$ cat config.mk
export PLATFORM = sky130hd
export DESIGN_NAME = wb_bus_arbiter
export DESIGN_NICKNAME = d
export VERILOG_FILES = /design/src/rtl/wb_bus_arbiter.sv
export SDC_FILE = /design/constraint.sdc
export NUM_CORES = 1
export LEC_CHECK = 0
export ABC_AREA = 1
export BUFFER_PORTS_ARGS = -buffer_cell sky130_fd_sc_hd__buf_2
export CAP_MARGIN = 20
export CORE_AREA = 2 2 106 108
export DETAILED_ROUTE_END_ITERATION = 6
export DIE_AREA = 0 0 108 110
export MAX_ROUTING_LAYER = met4
export PLACE_DENSITY = 0.44
export SETUP_SLACK_MARGIN = 0.2
export SYNTH_ARGS = -nofsm -noshare
export SYNTH_HDL_FRONTEND = slang
export SYNTH_SLANG_ARGS = --single-unit
$ cat constraint.sdc
create_clock -name clk_i -period 1.55 [get_ports clk_i]
set_input_delay 0.155 -clock clk_i [delete_from_list [all_inputs] [get_ports clk_i]]
set_output_delay 0.155 -clock clk_i [all_outputs]
set_load 0.02 [all_outputs]
$ cat src/rtl/wb_bus_arbiter.sv
// Two-master round-robin Wishbone arbiter muxing the granted master onto one slave-side bus.
// Optional stalled-strobe bus timeout enabled by defining WB_ARB_TIMEOUT_EN.
module wb_bus_arbiter #(
  parameter int unsigned ADDR_W         = 16,
  parameter int unsigned DATA_W         = 32,
  parameter int unsigned TIMEOUT_CYCLES = 255
) (
  input  logic              clk_i,
  input  logic              rst_n_i,
  input  logic              m0_cyc_i,
  input  logic              m0_stb_i,
  input  logic              m0_we_i,
  input  logic [3:0]        m0_sel_i,
  input  logic [ADDR_W-1:0] m0_adr_i,
  input  logic [DATA_W-1:0] m0_dat_i,
  output logic [DATA_W-1:0] m0_dat_o,
  output logic              m0_ack_o,
  output logic              m0_err_o,
  output logic              m0_gnt_o,
  input  logic              m1_cyc_i,
  input  logic              m1_stb_i,
  input  logic              m1_we_i,
  input  logic [3:0]        m1_sel_i,
  input  logic [ADDR_W-1:0] m1_adr_i,
  input  logic [DATA_W-1:0] m1_dat_i,
  output logic [DATA_W-1:0] m1_dat_o,
  output logic              m1_ack_o,
  output logic              m1_err_o,
  output logic              m1_gnt_o,
  output logic              wb_cyc_o,
  output logic              wb_stb_o,
  output logic              wb_we_o,
  output logic [3:0]        wb_sel_o,
  output logic [ADDR_W-1:0] wb_adr_o,
  output logic [DATA_W-1:0] wb_dat_o,
  input  logic              wb_ack_i,
  input  logic [DATA_W-1:0] wb_dat_i
);

  typedef enum logic [1:0] {
    ST_IDLE = 2'd0,
    ST_GNT0 = 2'd1,
    ST_GNT1 = 2'd2
  } state_e;

  state_e state_q, state_d;
  logic   last_gnt_q, last_gnt_d;
  logic   gnt0, gnt1;
  logic   timeout_c;

  assign gnt0 = (state_q == ST_GNT0);
  assign gnt1 = (state_q == ST_GNT1);

`ifdef WB_ARB_TIMEOUT_EN
  localparam int unsigned CNT_W = $clog2(TIMEOUT_CYCLES + 1);

  logic [CNT_W-1:0] cnt_q, cnt_d;
  logic             stall_c;

  // A stalled cycle is a granted strobe the slave has not acked yet.
  assign stall_c   = ((gnt0 && m0_stb_i) || (gnt1 && m1_stb_i)) && !wb_ack_i;
  assign timeout_c = stall_c && (cnt_q == CNT_W'(TIMEOUT_CYCLES - 1));

  always_comb begin
    cnt_d = cnt_q;
    if ((state_d != state_q) || wb_ack_i || timeout_c) begin
      cnt_d = '0;
    end else if (stall_c) begin
      cnt_d = cnt_q + CNT_W'(1);
    end
  end

  always_ff @(posedge clk_i or negedge rst_n_i) begin
    if (!rst_n_i) begin
      cnt_q <= '0;
    end else begin
      cnt_q <= cnt_d;
    end
  end
`else
  logic unused_timeout_c;

  assign timeout_c        = 1'b0;
  assign unused_timeout_c = (TIMEOUT_CYCLES == 0);
`endif

  // Grant FSM: a grant is held until its master drops cyc; ties go to the master not served last.
  always_comb begin
    state_d    = state_q;
    last_gnt_d = last_gnt_q;
    case (state_q)
      ST_IDLE: begin
        if (m0_cyc_i && m1_cyc_i) begin
          state_d = last_gnt_q ? ST_GNT0 : ST_GNT1;
        end else if (m0_cyc_i) begin
          state_d = ST_GNT0;
        end else if (m1_cyc_i) begin
          state_d = ST_GNT1;
        end
      end
      ST_GNT0: begin
        if (timeout_c) begin
          state_d    = ST_IDLE;
          last_gnt_d = 1'b0;
        end else if (!m0_cyc_i) begin
          state_d    = m1_cyc_i ? ST_GNT1 : ST_IDLE;
          last_gnt_d = 1'b0;
        end
      end
      ST_GNT1: begin
        if (timeout_c) begin
          state_d    = ST_IDLE;
          last_gnt_d = 1'b1;
        end else if (!m1_cyc_i) begin
          state_d    = m0_cyc_i ? ST_GNT0 : ST_IDLE;
          last_gnt_d = 1'b1;
        end
      end
      default: begin
        state_d = ST_IDLE;
      end
    endcase
  end

  always_ff @(posedge clk_i or negedge rst_n_i) begin
    if (!rst_n_i) begin
      state_q    <= ST_IDLE;
      last_gnt_q <= 1'b1;
    end else begin
      state_q    <= state_d;
      last_gnt_q <= last_gnt_d;
    end
  end

  // Slave-side mux follows the registered grant so reset releases the bus at once.
  always_comb begin
    wb_cyc_o = 1'b0;
    wb_stb_o = 1'b0;
    wb_we_o  = 1'b0;
    wb_sel_o = '0;
    wb_adr_o = '0;
    wb_dat_o = '0;
    if (gnt0) begin
      wb_cyc_o = m0_cyc_i;
      wb_stb_o = m0_stb_i;
      wb_we_o  = m0_we_i;
      wb_sel_o = m0_sel_i;
      wb_adr_o = m0_adr_i;
      wb_dat_o = m0_dat_i;
    end else if (gnt1) begin
      wb_cyc_o = m1_cyc_i;
      wb_stb_o = m1_stb_i;
      wb_we_o  = m1_we_i;
      wb_sel_o = m1_sel_i;
      wb_adr_o = m1_adr_i;
      wb_dat_o = m1_dat_i;
    end
    if (timeout_c) begin
      wb_cyc_o = 1'b0;
      wb_stb_o = 1'b0;
    end
  end

  assign m0_ack_o = wb_ack_i && gnt0;
  assign m1_ack_o = wb_ack_i && gnt1;
  assign m0_dat_o = gnt0 ? wb_dat_i : '0;
  assign m1_dat_o = gnt1 ? wb_dat_i : '0;
  assign m0_err_o = timeout_c && gnt0;
  assign m1_err_o = timeout_c && gnt1;
  assign m0_gnt_o = gnt0;
  assign m1_gnt_o = gnt1;

endmodule
# --- Yosys cells after proc, flatten, opt, wreduce, memory -nomap -nowiden ---
# Cells that the tools add are included.
word_totals:
  reg_bits: 3
  in_bits: 145
  output_inout_bits: 125
  elab_cells: 40
op_classes:
  n_eq_ne: 5
  mux: 26
  reduce_logical: 7
ops:
  columns: ["operator", "n"]
  rows:
  - ["2-to-1 mux 32 bit", 4]
  - ["2-to-1 mux 16 bit", 2]
  - ["2-to-1 mux 2 bit", 7]
  - ["2-to-1 mux 1 bit", 9]
  - ["2-to-1 mux 4 bit", 2]
  - ["case mux 2 bit (3 select lines)", 1]
  - ["AND reduction 3 bit", 2]
  - ["inequality test 2 bit, second input constant", 2]
  - ["inequality test 4 bit, second input constant", 1]
  - ["logical AND 1 bit", 3]
  - ["== test 2 x 1 -> 1 bit, second input constant", 1]
  - ["== test 2 bit, second input constant", 1]
  - ["zero test 2 bit", 1]
  - ["case mux 1 bit (2 select lines)", 1]
  - ["nonzero test 2 bit", 1]

# --- Logic depth before layout (Yosys ltp) ---
depth:
  word_depth: 4
  depth_mapped: 6
  ltp_nobuf: 6

# --- Worst setup path before layout ---
# Ideal clock, no wire load.
synth_timing:
  kind: "register -> output"
  startpoint: "register state_q[0]"
  endpoint: "output wb_adr_o[10]"
  t_arrival_ps: 1212
  required_time_ps: 1395
  slack_ps: 183
  path_stages_with_launch: 6
  path_buffers: 1
  path_cell_list: "dfrtp_1 > inv_2 > nand2_4 > inv_2 > buf_2 > a22o_1"
synth_via:
  elab_chain_len: 3
  word_cells_on_any_way: 4
  cone_classes: "eq/ne (2); mux (2)"
synth_lines:
  columns: ["element", "line_no", "source"]
  rows:
  - ["start, declared", "46", "state_e state_q, state_d;"]
  - ["start signal, assigned", "130", "state_q <= state_d;"]
  - ["== test 2 bit", "52", "assign gnt1 = (state_q == ST_GNT1);"]
  - ["net m1_gnt_o", "29", "output logic m1_gnt_o,"]
  - ["2-to-1 mux 16 bit", "150", "end else if (gnt1) begin"]
  - ["2-to-1 mux 16 bit", "143", "if (gnt0) begin"]
  - ["end, declared", "34", "output logic [ADDR_W-1:0] wb_adr_o,"]
# The timed path passes the listed nets, and every way through them passes these cells.

# --- Worst setup path in the final report ---
layout_timing:
  startpoint: "register state_q[1]"
  endpoint: "output wb_we_o"
layout_via:
  elab_chain_len: 3
  word_cells_on_any_way: 4
  cone_classes: "eq/ne (2); mux (2)"
layout_lines:
  columns: ["element", "line_no", "source"]
  rows:
  - ["== test 2 bit", "52", null]
  - ["2-to-1 mux 1 bit", "150", null]
  - ["2-to-1 mux 1 bit *", "143", null]
  - ["end, declared", "32", "output logic wb_we_o,"]
# Mark *: on every way between the ends. The rest lies on a longest branch, timed or not.

==> out/qor.yml <==
status:
  status: "complete, but fails checks"
  violations: "setup timing"
detailed_routing:
  drtIter0Drc: 79
  dr.pass1.iters: 4
  met3_length_microns: 843
  ant_nets: 0
  wl_microns: 10300
  routed.top_layer: "met4"
  wl_met2_microns: 5430
  via_per_inst: 4.10
  met1_length_microns: 3950
  post_drt_wl_per_cell_microns: 16.6
  drc: 0
  route.vias.total: 2553
placed_design:
  port-buffer-count: 267
  gp_congestion: 0.746
  place_hpwl_microns: 7260
  dp.cells: 599
worst_setup_path:
  r2r_start: "state_q[0]"
  startpoint_type: "flip-flop"
  worstSetupPathType: "reg -> out"
  reg2reg_slack_ns: 0.38
  reg2reg_depth: 5
  arrival_ns: 1.40
  critPathMaxFanout: 7
  r2r_end: "last_gnt_q"
  startpoint: "state_q[1]"
  worstSetupEndpointType: "output pin"
  required_ns: 1.39
floorplanning:
  rows: 38
  dieArea_sq_um: 11900
  core-area_sq_um: 10700
  die_w_microns: 108
  initial_utilization_pct: 11.1
  die_y_microns: 110
  pin_count: 270
finish:
  layout_commonest_cell: "buf_2"
  nets: 628
  final_cell_mix: "178 x buf_2, 92 x buf_6, 51 x a22o_1, 36 x inv_1, 36 x nor2_1"
  layout-drive-gt1-share_pct: 70.7
  fin_cells: 622
  final_util_pct: 37.1
  nFillCells: 1123
  area_growth_syn_to_layout_pct: 236
  antennaDiodeCount: 0
logic_synthesis:
  avgSynthCellArea_sq_um: 5.83
  ys_ff_latch: 3
  ys_warn_count: 0
  synth_cell_types: 16
  synthesis.area_sq_um: 1180
  ys_seq_area_share_pct: 6.45
  syn_inst: 203
timing:
  whs_ns: 0.189
  slew_viol_final: 0
  setup_ws_ns: -0.00888
  post-route-period-util_pct: 101
  grt_setup_unrepaired: "yes"
  max_freq_ghz: 0.641
  timing.setup.tns_ns: -0.0116
  hold_viol_final: 0
  clock_skew_ns: 0.000238
  layout_min_cycle_time_ns: 1.56
  setup_viol: 3
power_and_ir_drop:
  irDropWorstVdd_mv: 0.899
  p_per_area_nw_per_um2: 2120
  p_leak_nw: 2.23
min_path:
  hp-class: "in -> reg"
  whs_path_depth: 2
  hold_path_end: "last_gnt_q"
  worstHoldStart: "m1_cyc_i"
global_routing:
  groute.usage.overall_pct: 14.7
  antenna_found_initial: 0
  grt_max_degree: 35
  grt_pass1_vias: 2378
  grt_pass1_wl_microns: 12800
  grt_overflow: 0
clock_network:
  cts_tree: "done"
  clk_path_buf_depth: 2
  cts_buffers: 3
  clkTransAtPathRegs_ns: 0.03
  clock-sinks: 3
  clock_latency_ns: 0.22
  htreeDepth: 1
  cts-root-buf: "clkbuf_8"
job:
  max-cap-violations: 0
-- cells by family (layout without fill, tap and decap cells) --
logic type	Yosys count	after routing	synth area share (%)
AND/OR/NAND/NOR	84	84	28.4
other	1	2	0.317
AO/OA/AOI/OAI	57	57	41.2
flip-flops	3	3	6.45
buffers and inverters	58	336	23.6
-- stage by stage --
stage / worst slack, ns / total power, mW / area [sq um]
after CTS: -0.0109 / 7.46 / 3450
after detailed placement: 0.101 / 5.18 / 2670
after global routing: -0.0593 / 8.86 / 3970
after floorplan: 0.183 / 3.40 / 1190
after global placement: 0.0935 / 5.18 / 2670
final: -0.00888 / 8.40 / 3970
-- synthesized netlist by cell type --
master | number | area share, %
o21ai_0 | 2 | 0.85
nand2_1 | 8 | 2.5
dfstp_2 | 1 | 2.2
inv_1 | 36 | 11
nor2_1 | 69 | 22
nand2_4 | 2 | 1.9
buf_2 | 11 | 4.7
dfrtp_1 | 2 | 4.2
a21oi_1 | 1 | 0.42
buf_4 | 2 | 1.3
buf_6 | 5 | 4.8
nand3_1 | 5 | 2.1
a22o_1 | 54 | 40
inv_4 | 1 | 0.53
inv_2 | 3 | 0.95
conb_1 | 1 | 0.32
-- cell type report --
type                            instances  area [sq um]  share of cell area (%)
Timing Repair Buffer                  292          2380                    59.9
Multi-Input combinational cell        143          1130                    28.5
Tap cell                              140           175                    4.41
Inverter                               40           165                    4.16
Sequential cell                         3          77.6                    1.95
Clock buffer                            4          45.0                    1.13
-- flip-flops by register name (all words and copies together) (netlist names) --
name / cells
last_gnt_q: 1
state_q: 2
-- worst max-delay path by stage --
stage / endpoint / slack (ns) / cells after the start
4_1_cts: m0_dat_o[3] / -0.01 / 5
3_3_place_gp: wb_we_o / 0.09 / 6
6_report: wb_we_o / -0.009 / 6
5_1_grt: wb_dat_o[9] / -0.06 / 6
3_5_place_dp: wb_sel_o[3] / 0.10 / 6
2_1_floorplan: wb_adr_o[10] / 0.18 / 5
-- worst max-delay path, stage by stage, from the launching register on --
cell and delay, ns:
dfrtp_2 0.40, inv_2 0.07, nand2_4 0.09, inv_8 0.07, clkbuf_16 0.16, a22o_4 0.25, buf_6 0.14
-- where the power goes --
| part | switching (mW) | total, mW | internal, mW |
|---|---|---|---|
| clock network | 0.0554 | 0.231 | 0.176 |
| logic | 4.12 | 7.99 | 3.87 |
| registers | 0.0499 | 0.181 | 0.131 |
| total | 4.23 | 8.40 | 4.17 |
-- repair_timing --
action | 4_1_cts | 5_1_grt
setup buffers | 4 | 2
hold endpoints to repair | 3 | 0
setup endpoints to repair | 122 | 122
gates cloned | 6 | 6
gates resized for setup | 177 | 95
pin swaps | 15 | 5
hold buffers | 1 | 0
-- routing by layer --
metal  vias up  GRT usage [%]
li1       1229              -
met1      1162           16.6
met2       155           27.6
met3         7           2.29
met4         0           2.47
met5         -              -
(Power assumes the default switching activity.)
